**config.mk**
```make
export PLATFORM = sky130hd
export DESIGN_NAME = pb_debounce_multi
export DESIGN_NICKNAME = d
export VERILOG_FILES = /design/src/rtl/pb_debounce_pkg.sv /design/src/rtl/pb_debounce_ch.sv /design/src/rtl/pb_debounce_multi.sv
export SDC_FILE = /design/constraint.sdc
export NUM_CORES = 1
export LEC_CHECK = 0
export BUFFER_PORTS_ARGS = -buffer_cell sky130_fd_sc_hd__buf_4
export CELL_PAD_IN_SITES_DETAIL_PLACEMENT = 0
export CELL_PAD_IN_SITES_GLOBAL_PLACEMENT = 2
export CORE_UTILIZATION = 40
export CTS_BUF_LIST = sky130_fd_sc_hd__clkbuf_16
export DETAILED_ROUTE_END_ITERATION = 7
export PLACE_DENSITY_LB_ADDON = 0.1
export SETUP_SLACK_MARGIN = 0.4
export SYNTH_ARGS = -nofsm -noshare
export SYNTH_HDL_FRONTEND = slang
export SYNTH_SLANG_ARGS = --single-unit
```
**constraint.sdc**
```tcl
create_clock -name clk -period 3.04 [get_ports clk]
set_input_delay 0.456 -clock clk [delete_from_list [all_inputs] [get_ports clk]]
set_output_delay 0.456 -clock clk [all_outputs]
set_load 0.02 [all_outputs]
```
**src/rtl/pb_debounce_pkg.sv**
```systemverilog
// rtl/pb_debounce_pkg.sv - shared defaults, pulse record and width helpers for the pushbutton debouncer
package pb_debounce_pkg;

  localparam int unsigned DEF_N_CH            = 4;
  localparam int unsigned DEF_DEBOUNCE_CYCLES = 50000;
  localparam bit          DEF_ACTIVE_LOW      = 1'b1;
  localparam bit          DEF_REPEAT_EN       = 1'b1;
  localparam int unsigned DEF_REPEAT_DELAY    = 25000000;
  localparam int unsigned DEF_REPEAT_PERIOD   = 5000000;

  typedef struct packed {
    logic down;
    logic up;
    logic rpt;
  } pb_evt_t;

  // Bits needed to hold the values 0..max_val.
  function automatic int unsigned cnt_width(input int unsigned max_val);
    return (max_val < 1) ? 1 : $clog2(max_val + 1);
  endfunction

  function automatic int unsigned max_u(input int unsigned a, input int unsigned b);
    return (a > b) ? a : b;
  endfunction

endpackage

```
**src/rtl/pb_debounce_ch.sv**
```systemverilog
// rtl/pb_debounce_ch.sv - one pushbutton channel: synchronizer, stability counter, edge pulses, auto-repeat
module pb_debounce_ch
  import pb_debounce_pkg::*;
#(
  parameter int unsigned DEBOUNCE_CYCLES = DEF_DEBOUNCE_CYCLES,
  parameter bit          ACTIVE_LOW      = DEF_ACTIVE_LOW,
  parameter bit          REPEAT_EN       = DEF_REPEAT_EN,
  parameter int unsigned REPEAT_DELAY    = DEF_REPEAT_DELAY,
  parameter int unsigned REPEAT_PERIOD   = DEF_REPEAT_PERIOD
) (
  input  logic clk,
  input  logic rst_n,
  input  logic pb_raw,
  output logic pb_state,
  output logic pb_down,
  output logic pb_up,
  output logic pb_repeat
);

  localparam int unsigned DW = cnt_width(DEBOUNCE_CYCLES);
  localparam int unsigned RW = cnt_width(max_u(REPEAT_DELAY, REPEAT_PERIOD));

  localparam logic [DW-1:0] DB_LAST         = DW'(DEBOUNCE_CYCLES - 1);
  localparam logic [RW-1:0] RPT_DELAY_LAST  = RW'(REPEAT_DELAY - 1);
  localparam logic [RW-1:0] RPT_PERIOD_LAST = RW'(REPEAT_PERIOD - 1);
  localparam logic          IDLE_LEVEL      = ACTIVE_LOW;

  logic [1:0]    sync_q, sync_d;
  logic [DW-1:0] db_cnt_q, db_cnt_d;
  logic          state_q, state_d;
  logic [RW-1:0] rpt_cnt_q, rpt_cnt_d;
  logic          rpt_armed_q, rpt_armed_d;
  pb_evt_t       evt_q, evt_d;

  logic sample;
  logic toggle;
  logic rpt_fire;

  // XOR with the idle level turns the raw pin into "1 = pressed".
  assign sample = sync_q[1] ^ IDLE_LEVEL;

  always_comb begin
    sync_d   = {sync_q[0], pb_raw};
    db_cnt_d = '0;
    state_d  = state_q;
    toggle   = 1'b0;
    if (sample != state_q) begin
      if (db_cnt_q == DB_LAST) begin
        toggle  = 1'b1;
        state_d = ~state_q;
      end else begin
        db_cnt_d = db_cnt_q + DW'(1);
      end
    end
  end

  // The repeat timer only runs on a held channel that is not being released this edge,
  // so a release coinciding with a repeat slot yields pb_up alone.
  always_comb begin
    rpt_cnt_d   = '0;
    rpt_armed_d = 1'b0;
    rpt_fire    = 1'b0;
    if (REPEAT_EN && state_q && !toggle) begin
      rpt_armed_d = rpt_armed_q;
      rpt_cnt_d   = rpt_cnt_q + RW'(1);
      if (rpt_cnt_q == (rpt_armed_q ? RPT_PERIOD_LAST : RPT_DELAY_LAST)) begin
        rpt_fire    = 1'b1;
        rpt_cnt_d   = '0;
        rpt_armed_d = 1'b1;
      end
    end
  end

  always_comb begin
    evt_d.down = toggle & ~state_q;
    evt_d.up   = toggle & state_q;
    evt_d.rpt  = rpt_fire;
  end

  always_ff @(posedge clk) begin
    if (!rst_n) begin
      sync_q      <= {2{IDLE_LEVEL}};
      db_cnt_q    <= '0;
      state_q     <= 1'b0;
      rpt_cnt_q   <= '0;
      rpt_armed_q <= 1'b0;
      evt_q       <= '0;
    end else begin
      sync_q      <= sync_d;
      db_cnt_q    <= db_cnt_d;
      state_q     <= state_d;
      rpt_cnt_q   <= rpt_cnt_d;
      rpt_armed_q <= rpt_armed_d;
      evt_q       <= evt_d;
    end
  end

  assign pb_state  = state_q;
  assign pb_down   = evt_q.down;
  assign pb_up     = evt_q.up;
  assign pb_repeat = evt_q.rpt;

endmodule

```
**src/rtl/pb_debounce_multi.sv**
```systemverilog
// rtl/pb_debounce_multi.sv - N_CH independent debounced pushbuttons with press/release/repeat pulses
module pb_debounce_multi
  import pb_debounce_pkg::*;
#(
  parameter int unsigned N_CH            = DEF_N_CH,
  parameter int unsigned DEBOUNCE_CYCLES = DEF_DEBOUNCE_CYCLES,
  parameter bit          ACTIVE_LOW      = DEF_ACTIVE_LOW,
  parameter bit          REPEAT_EN       = DEF_REPEAT_EN,
  parameter int unsigned REPEAT_DELAY    = DEF_REPEAT_DELAY,
  parameter int unsigned REPEAT_PERIOD   = DEF_REPEAT_PERIOD
) (
  input  logic            clk,
  input  logic            rst_n,
  input  logic [N_CH-1:0] pb,
  output logic [N_CH-1:0] pb_state,
  output logic [N_CH-1:0] pb_down,
  output logic [N_CH-1:0] pb_up,
  output logic [N_CH-1:0] pb_repeat
);

  for (genvar i = 0; i < N_CH; i++) begin : g_ch
    pb_debounce_ch #(
      .DEBOUNCE_CYCLES (DEBOUNCE_CYCLES),
      .ACTIVE_LOW      (ACTIVE_LOW),
      .REPEAT_EN       (REPEAT_EN),
      .REPEAT_DELAY    (REPEAT_DELAY),
      .REPEAT_PERIOD   (REPEAT_PERIOD)
    ) u_ch (
      .clk       (clk),
      .rst_n     (rst_n),
      .pb_raw    (pb[i]),
      .pb_state  (pb_state[i]),
      .pb_down   (pb_down[i]),
      .pb_up     (pb_up[i]),
      .pb_repeat (pb_repeat[i])
    );
  end

endmodule

```
==> run summary, run 1 <==
Clock Pin Slew Worst Setup and Hold Paths: 70 ps
highest metal used: met4
fin. max-slew vios: 0
final setup vio count: 0
vias in the first global route: 6707
H-tree Lvls: 4
Syn Inst Count: 974
Syn Area/Cell: 9.173 µm²
# rows: 54
hold buffers post-CTS: 0
TNS Setup: 0 ps
input/output buffers: 21
cells along the critical path: or4b_2 -> nor4_4 -> a21o_1 -> buf_4 -> nor3_1
Most used DFF post-synth: dfxtp_1
Critical Path AT: 2710 ps
syn nets: 988
met3 wire length: 280 µm
first-pass GRT wire length: 31.91 mm
CTS tree: done
initial antenna violation count: 0
crit-path leading delay family: simple AND/OR/NAND/NOR gates
Async SR Flop Fraction: 0
Area Overhead vs Synth: 9.074%
Clock Power Share: 0.469
Leak: 2.821 nW
placed instance area: 9153 µm²
Core Region: 21890 µm²
Design Area, Final: 9746 µm²
diodes inserted: 0
vias per cell: 5.576
total CTS buffers: 17
type of the worst min-delay path: in -> reg
RSZ-0062 raised after global routing: no
WL per Instance: 14.87 µm
drt pass-1 iters: 4
EDFF count, synth: 0
Reg power frac: 0.525
worst endpoint required time: 3340 ps
Mapped Area: 8935 µm²
Die X: 151.5 µm
internal cell power: 3.707 mW
layout cell share with drive strength beyond 1: 0.09333
Slew @ Worst Pin: 623.0 ps
Final Wtd Congestion: 0.8079
met2 WL: 9.127 mm
Fin. Hold Viols: 0
I/O Pins: 22
die area: 22940 µm²
Final ANT Viol Nets: 0
crit path time final: 2410 ps
initial core utilization: 0.4082
Period Utilization, post-route: 0.7928
Sw Share: 0.2280
Final #Nets: 976
CP Launch Type: flop
Post-CTS Resized: 0
Seq/Total Area, Yosys: 0.4302
clock latency on the worst-skew pair: 430 ps
maximum root-to-sink buffer count: 2
DRT iter0 DRCs: 281
sw power: 1.095 mW
combinational power share: 0.005
skew final: 17.79 ps
Power Density: 492.8 nW/µm²
hold slack final: 214.6 ps
Total Wirelength: 18.67 mm
Yosys reg bits: 192
M1 wire length: 9.155 mm
Buf+Inv Stages, Crit Path: 1
Max VDD drop: 0.0003535 V
Post-CTS Setup Inserts: 0
Ys Warns: 0
worst setup margin: 630.0 ps
Via Count: 6998
status: completed
delay of the slowest critical-path stage: 720 ps
synth unique cells: 55
Die Ht: 151.5 µm
CP Capture Type: flop
largest net degree at the start of global routing: 28
slowest CP cell: or4b_2
Place WS: 633.8 ps
Crit Path Category: reg -> reg
# DRC: 0
All-Layer GR Usage: 0.1716
HPWL after DPL: 12.75 mm
root buffer cell: clkbuf_16
CTS sink count: 192
maximum clock rate: 414.9 MHz
Max FO, Critical Path: 14
grt ovf: 0
Rel. slew slack: 0.5835
maximum capacitance violations: 0
[routing by layer]
metal	GRT usage	vias up
li1	-	3559
met2	0.2881	60
met3	0.03204	8
met1	0.2228	3371
met4	0.04950	0
met5	0	-
[cells in the mapped netlist, drive strengths merged (2+ instances only)]
cell       n  share of area
and2      11         0.0077
o21ai     25          0.014
buf       42          0.033
a21oi      6         0.0034
nand3b     2         0.0017
nor3      63          0.035
nand2b     8         0.0056
a2111oi    3         0.0092
nor4b      8         0.0078
nand4     48          0.034
xor2      51          0.050
clkbuf    21         0.0088
nor4bb     3         0.0034
nor2      68          0.029
xnor2     47          0.046
o31ai     28          0.024
nand2     46          0.019
nand3     58          0.033
or4b       9          0.010
nor4      18          0.017
nor3b      5         0.0042
a21o       2         0.0017
dfxtp    192           0.43
or4       32          0.028
and4      19          0.019
ha         8          0.011
mux2i      2         0.0022
nand4b     4         0.0039
and4b      3         0.0034
nand4bb    2         0.0025
inv       26          0.011
o21ba      4         0.0045
or3       31          0.022
nor2b      5         0.0035
a211oi    50          0.043
and3      12         0.0084
or2        3         0.0021
[worst paths after layout]
path	from	to	slack, ps	depth (start not counted)
max	g_ch[1].u_ch.db_cnt_q[7]	g_ch[1].u_ch.rpt_cnt_q[9]	630	5
min	pb[0]	g_ch[0].u_ch.sync_q[0]	210	2
max reg2reg	g_ch[1].u_ch.db_cnt_q[7]	g_ch[1].u_ch.rpt_cnt_q[9]	630	5
min reg2reg	g_ch[0].u_ch.sync_q[0]	g_ch[0].u_ch.sync_q[1]	410	1
[state kept, by name, summed over array words and instances, names as in the netlist]
name,cells
g_ch.u_ch.db_cnt_q,64
g_ch.u_ch.pb_down,4
g_ch.u_ch.pb_repeat,4
g_ch.u_ch.pb_state,4
g_ch.u_ch.pb_up,4
g_ch.u_ch.rpt_armed_q,4
g_ch.u_ch.rpt_cnt_q,100
g_ch.u_ch.sync_q,8
[cells by family after synthesis]
group | count (synthesis) | share of synthesized area
AOI/OAI and AO/OA | 125 | 0.1063
xor gates and xnor gates | 98 | 0.09606
adders and majority gates | 8 | 0.01120
buffers and inverters | 90 | 0.05307
DFF | 192 | 0.4302
muxes | 2 | 0.002241
and+or+nand+nor | 459 | 0.3009
[per-stage QoR]
stage | utilization | power, mW | std cells
after floorplan | - | 2.600 | 974
after CTS | 0.4452 | 4.890 | 1255
after global placement | 0.4181 | 2.609 | 1223
final | 0.4452 | 4.802 | 1255
after detailed placement | 0.4181 | 2.610 | 1223
after global routing | 0.4452 | 5.006 | 1255
[area by class of cell]
cell class	count	area, µm²
clock buffer	17	425.4
clock inverter	15	167.7
fill	2147	12150
inverter	27	101.3
multi-input combinational	692	4617
sequential	192	3844
tap	280	350.3
timing repair buffer	32	240.2
[power groups by stage]
stage	Sequential (mW)	Clock [mW]	Combinational (mW)
after floorplan	2.58	0	0.0185
after global placement	2.58	0	0.0267
after detailed placement	2.58	0	0.0272
after CTS	2.52	2.34	0.0272
after global routing	2.52	2.45	0.0299
final	2.52	2.25	0.0263
[cell usage in the layout, fill, tap and decap left out, types with 17 or more instances in the layout]
cell | synthesis | routed
inv_1 | 26 | 26
or3_1 | 31 | 31
clkbuf_16 | 0 | 17
o21ai_0 | 25 | 25
nand2_1 | 46 | 46
dfxtp_1 | 192 | 192
or4_1 | 29 | 29
nand4_1 | 47 | 47
xnor2_1 | 47 | 47
a211oi_1 | 48 | 48
xor2_1 | 51 | 51
and4_1 | 19 | 19
nor2_1 | 68 | 68
o31ai_1 | 28 | 28
nor3_1 | 63 | 63
buf_4 | 26 | 32
nand3_1 | 57 | 57
Note: power is estimated with default switching activity, not from simulation.
==> inputs of run 2 (changes only) <==
ABC_AREA = 1   (was default)
CORE_UTILIZATION = 32   (was 40)
clock period = 1.95 ns   (was 3.04 ns; I/O delays follow)
==> run 2 against run 1 <==
Maximum frequency increased by 62%. Global-route usage shrank 1.5 points. Flip-flop and latch count unchanged. Area after synthesis up 8.4%. Via count is 17% higher. Synthesized cell count is 47% higher. Routed wire length rose by 25%. Non-clock buffer count rose by 18. Clock power is 53% higher. Cell area increased by 18%. Critical path depth increased by 4. Largest cell class unchanged.
==> run summary, run 2 <==
status: completed
maximum capacitance violations: 0
Final Wtd Congestion: 0.7550
# rows: 63
Clock Pin Slew Worst Setup and Hold Paths: 70 ps
grt ovf: 0
commonest non-fill, non-tap cells in the layout: nand2_1 (338), nor2_1 (309), inv_1 (179)
hold slack final: 35.27 ps
maximum clock rate: 671.5 MHz
fin. max-slew vios: 0
layout cell share with drive strength beyond 1: 0.1538
diodes inserted: 0
CTS tree: done
R2R setup slack: 460 ps
skew final: 8.422 ps
CP Launch Point: g_ch[2].u_ch.db_cnt_q[0]
Yosys reg bits: 192
sw power: 1.616 mW
WHS Endpoint: g_ch[2].u_ch.sync_q[0]
Leak: 3.743 nW
Area Overhead vs Synth: 18.82%
WL per Instance: 12.39 µm
combinational power share: 0.008
Async SR Flop Fraction: 0
Crit Path Category: reg -> reg
worst endpoint required time: 2290 ps
initial antenna violation count: 0
DRT iter0 DRCs: 383
slowest CP cell: dfxtp_2
Total Wirelength: 23.28 mm
synth unique cells: 34
CP Launch Type: flop
reg2reg start: g_ch[2].u_ch.db_cnt_q[0]
top-count cell post-synth: nand2_1
drt pass-1 iters: 5
fillers: 3149
input/output buffers: 21
Core Region: 29720 µm²
Die X: 176.0 µm
CTS sink count: 192
Slew @ Worst Pin: 436.2 ps
Max FO, Critical Path: 6
most flop-heavy register: g_ch.u_ch.rpt_cnt_q
Most used DFF post-synth: dfxtp_1
Clock Power Share: 0.464
Fin. Hold Viols: 0
delay of the slowest critical-path stage: 340 ps
largest net degree at the start of global routing: 26
Tot Pwr: 7.444 mW
first-pass GRT wire length: 38.78 mm
RSZ-0062 raised after global routing: yes
Post-synth top cells: nand2_1 (347), nor2_1 (330), dfxtp_1 (192)
Max VDD drop: 0.0006184 V
CP Capture Type: flop
Syn Inst Count: 1428
die area: 30970 µm²
top flop regs: g_ch.u_ch.rpt_cnt_q x100, g_ch.u_ch.db_cnt_q x64, g_ch.u_ch.sync_q x8
I/O Pins: 22
vias per cell: 4.369
cells along the critical path: ha_2 -> nand2_1 -> inv_2 -> nand2_2 -> nor2_4 -> nand4_4 -> nand3_4 -> clkbuf_16 -> nor2_1
Via Count: 8210
syn nets: 1442
final setup vio count: 0
Synth area leader: dfxtp_1
H-tree Lvls: 4
Syn Area/Cell: 6.783 µm²
root buffer cell: clkbuf_16
type of the worst min-delay path: in -> reg
worst hold stages: 2
TNS Setup: 0 ps
Seq/Total Area, Yosys: 0.3968
maximum root-to-sink buffer count: 2
crit path time final: 1489 ps
Period Utilization, post-route: 0.7637
Final #Nets: 1490
proportion of netlist area held by the largest area contributor: 0.3968
Reg power frac: 0.528
All-Layer GR Usage: 0.1570
Rel. slew slack: 0.7089
Final ANT Viol Nets: 0
# DRC: 0
vias in the first global route: 7936
Hold Startpoint: pb[2]
Reg2Reg Capture Point: g_ch[2].u_ch.rpt_cnt_q[0]
most common cell after layout, fill and taps aside: nand2_1
internal cell power: 5.828 mW
total CTS buffers: 17
Ys Warns: 0
number of flip-flops in the largest register: 100
synth top area cells: dfxtp_1 (40%), nand2_1 (13%), nor2_1 (13%)
Sw Share: 0.2171
Power Density: 646.8 nW/µm²
EDFF count, synth: 0
clock latency on the worst-skew pair: 440 ps
Critical Path AT: 1830 ps
HPWL after DPL: 16.32 mm
R2R cell count: 9
Die Ht: 176.0 µm
initial core utilization: 0.3260
Mapped Area: 9687 µm²
==> run 2: changes by cell type after synthesis, moves of 20 or more <==
cell,before,now
or3_1,31,1
or4_1,29,0
o31ai_1,28,0
nand2_1,46,347
a21oi_1,6,30
nor3_1,63,24
nor2_1,68,330
nand4_1,47,23
clkbuf_1,21,0
a211oi_1,48,0
inv_1,26,181
nand3_1,57,94
xnor2_1,47,27
==> run 2: per-stage QoR <==
stage               utilization  area [µm²]  setup slack (ps)  std cells
floorplan                     -        9687             476.2       1428
CTS                      0.3688       10960             356.6       1860
global route             0.3873       11510             378.8       1879
finish                   0.3873       11510             460.8       1879
detailed placement       0.3418       10160             209.8       1818
global placement         0.3418       10160             254.0       1818
==> run 2: logic make-up after synthesis <==
kind of cell               after synthesis  synth area share
DFF                                    192            0.3968
adders and majority gates                8           0.01033
AOI/OAI and AO/OA                       47           0.02583
and+or+nand+nor                        882            0.3919
xor gates and xnor gates                87           0.07866
buffers and inverters                  212           0.09649
==> run 2: routing by layer <==
layer | vias to the layer above | GRT usage | wire length, µm
li1 | 4480 | - | -
met1 | 3663 | 0.2095 | 11860
met2 | 54 | 0.2561 | 10740
met3 | 13 | 0.03445 | 504
met4 | 0 | 0.03804 | 175
met5 | - | 0 | 0
==> run 2: power groups by stage <==
| stage | clock network [mW] | registers [mW] | logic [mW] |
|---|---|---|---|
| final | 3.45 | 3.93 | 0.0592 |
| after global placement | 0 | 4.03 | 0.0494 |
| after floorplan | 0 | 4.02 | 0.0314 |
| after CTS | 3.63 | 3.93 | 0.0520 |
| after detailed placement | 0 | 4.03 | 0.0500 |
| after global routing | 3.78 | 3.93 | 0.0663 |
==> run 2: layout make-up <==
cell class,count,area [µm²],area share
multi-input combinational,1032,5409,0.4699
sequential,192,3895,0.3384
clock buffer,17,425.4,0.03696
clock inverter,15,143.9,0.01250
timing repair buffer,50,461.7,0.04011
tap,390,488.0,0.04240
inverter,183,686.9,0.05968
==> run 2: how the worst max path moves through the flow <==
stage | endpoint | slack, ps | cells after the start
after global routing | g_ch[2].u_ch.rpt_cnt_q[3] | 380 | 9
after detailed placement | g_ch[3].u_ch.rpt_cnt_q[4] | 210 | 6
after global placement | g_ch[3].u_ch.rpt_cnt_q[2] | 250 | 6
final | g_ch[2].u_ch.rpt_cnt_q[0] | 460 | 9
after CTS | g_ch[1].u_ch.rpt_cnt_q[20] | 360 | 10
after floorplan | g_ch[0].u_ch.rpt_cnt_q[0] | 480 | 9
==> run 2: what timing repair did <==
action / in CTS / in global routing
setup endpoints to repair: 148 / 171
pin swaps: 12 / 31
endpoints found under the hold margin: 0 / 1
cloned: 7 / 5
resized for setup: 31 / 103
setup buffers: 3 / 13
hold buffers: 0 / 1
==> run 2: critical path: cells and delay by family (launching register included) <==
kind,cells,cell delay [ps]
and+or+nand+nor,6,630
adders and majority gates,1,170
DFF,1,340
buffers and inverters,2,240
==> inputs of run 3 (changes only) <==
ABC_AREA = 0   (was 1)
CORE_UTILIZATION = 40   (was 32)
clock period = 1.55 ns   (was 1.95 ns; I/O delays follow)
==> run 3 against run 2 <==
The flow now finishes with violations (setup timing). Total power increased by 33%. Global-route usage increased by 5.7 points. Worst hold slack improved by 130 ps. Die area decreased by 26%. Sequential share of layout area decreased by 4.8 points. Flip-flop and latch count unchanged. Worst setup slack got worse by 770 ps. Clock-buffer cell count unchanged. Critical path depth decreased by 4. Critical path type unchanged.
==> run summary, run 3 (synthesis results as in run 1) <==
All-Layer GR Usage: 0.2139
final setup vio count: 164
H-tree Lvls: 4
Buf+Inv Stages, Crit Path: 1
first-pass GRT wire length: 39.35 mm
layout cell share with drive strength beyond 1: 0.4992
status: finished with violations
most common cell after layout, fill and taps aside: buf_4
type of the worst min-delay path: in -> reg
crit-path leading delay family: simple AND/OR/NAND/NOR gates
top flop regs: g_ch.u_ch.rpt_cnt_q x100, g_ch.u_ch.db_cnt_q x64, g_ch.u_ch.sync_q x8
Slew @ Worst Pin: 521.4 ps
Design Area, Final: 13610 µm²
placed instance area: 11640 µm²
grt ovf: 0
Total Wirelength: 23.86 mm
Leak: 4.613 nW
vias in the first global route: 8456
failing checks: setup timing
most flop-heavy register: g_ch.u_ch.rpt_cnt_q
Die Ht: 151.5 µm
initial antenna violation count: 0
CP Launch Type: flop
Tot Pwr: 9.864 mW
commonest non-fill, non-tap cells in the layout: buf_4 (235), dfxtp_1 (117), dfxtp_2 (67)
delay of the slowest critical-path stage: 510 ps
Via Count: 8302
root buffer cell: clkbuf_16
initial core utilization: 0.4082
Fin. Hold Viols: 0
Max VDD drop: 0.0006744 V
# DRC: 0
drt pass-1 iters: 5
input/output buffers: 21
number of flip-flops in the largest register: 100
RSZ-0062 raised after global routing: yes
WL per Instance: 15.58 µm
worst setup margin: -307.5 ps
CTS sink count: 192
Power Density: 724.9 nW/µm²
Place WS: -367.7 ps
slowest CP cell: or4b_4
CP Capture Type: flop
largest net degree at the start of global routing: 21
Final Wtd Congestion: 0.8098
hold slack final: 165.2 ps
HPWL after DPL: 16.13 mm
cells along the critical path: or4b_4 -> o22a_1 -> a2111oi_4 -> buf_6 -> nor2b_1
Period Utilization, post-route: 1.198
Area Overhead vs Synth: 52.29%
total CTS buffers: 17
Final #Nets: 1254
Max FO, Critical Path: 15
vias per cell: 5.419
I/O Pins: 22
Crit Path Category: reg -> reg
# rows: 54
crit path time final: 1858 ps
maximum clock rate: 538.3 MHz
maximum root-to-sink buffer count: 2
DRT iter0 DRCs: 334
fillers: 1793
clock latency on the worst-skew pair: 440 ps
skew final: 15.41 ps
maximum capacitance violations: 0
worst endpoint required time: 1910 ps
Final ANT Viol Nets: 0
Rel. slew slack: 0.6499
Die X: 151.5 µm
diodes inserted: 0
Core Region: 21890 µm²
Clock Pin Slew Worst Setup and Hold Paths: 70 ps
CTS tree: done
Critical Path AT: 2220 ps
fin. max-slew vios: 0
die area: 22940 µm²
## run 3: changes by cell type in the layout (fill, tap and decap cells not counted), moves of 36 or more
cell      before  now
nand2_1      338   43
nor2_1       309   32
buf_4         43  235
inv_1        179   27
a211oi_2       0   45
buf_6          1   44
dfxtp_1      159  117
dfxtp_2       29   67
nand3_1       86   50
## run 3: final cells by class
type	instances	area [µm²]	area share
inverter	27	101.3	0.007448
timing repair buffer	308	2793	0.2052
tap	280	350.3	0.02575
clock inverter	14	212.7	0.01563
sequential	192	3958	0.2909
multi-input combinational	694	5767	0.4238
clock buffer	17	425.4	0.03126
## run 3: final timing paths
path	start	end	slack (ps)	depth (start not counted)
max	g_ch[2].u_ch.rpt_cnt_q[21]	g_ch[2].u_ch.pb_repeat	-310	5
max reg2reg	g_ch[2].u_ch.rpt_cnt_q[21]	g_ch[2].u_ch.pb_repeat	-310	5
min reg2reg	g_ch[3].u_ch.sync_q[0]	g_ch[3].u_ch.sync_q[1]	410	1
min	rst_n	g_ch[3].u_ch.sync_q[0]	170	3
## run 3: per-layer routing
| layer | wire length, µm | global-route usage | vias up |
|---|---|---|---|
| li1 | - | - | 4115 |
| met4 | 276 | 0.05850 | 0 |
| met1 | 10620 | 0.2528 | 4067 |
| met2 | 12360 | 0.3863 | 91 |
| met3 | 608 | 0.04641 | 29 |
| met5 | 0 | 0 | - |
## run 3: what timing repair did
action	in CTS	in global routing
endpoints found under the hold margin	4	0
setup buffers	17	9
pin swaps	35	44
endpoints found under the setup margin	190	198
gates resized for setup	120	108
cloned	7	4
hold buffers	4	0
## run 3: power by group
group | switching (mW) | internal, mW
Combinational | 0.0570 | 0.0513
Clock | 1.96 | 2.86
Sequential | 0.0116 | 4.93
Total | 2.03 | 7.84
## run 3: through the flow
step           utilization  TNS, ps  instances
6_report            0.6216   -38730       1532
5_1_grt             0.6216   -50060       1532
4_1_cts             0.5953   -36130       1519
3_5_place_dp        0.5316   -39460       1460
3_3_place_gp        0.5316   -34330       1460
2_1_floorplan            -   -33870        974
## run 3: worst register-to-register path: stages (launching register included)
cell and delay [ps]:
dfxtp_2 320, or4b_4 510, o22a_1 210, a2111oi_4 360
buf_6 240, nor2b_1 140
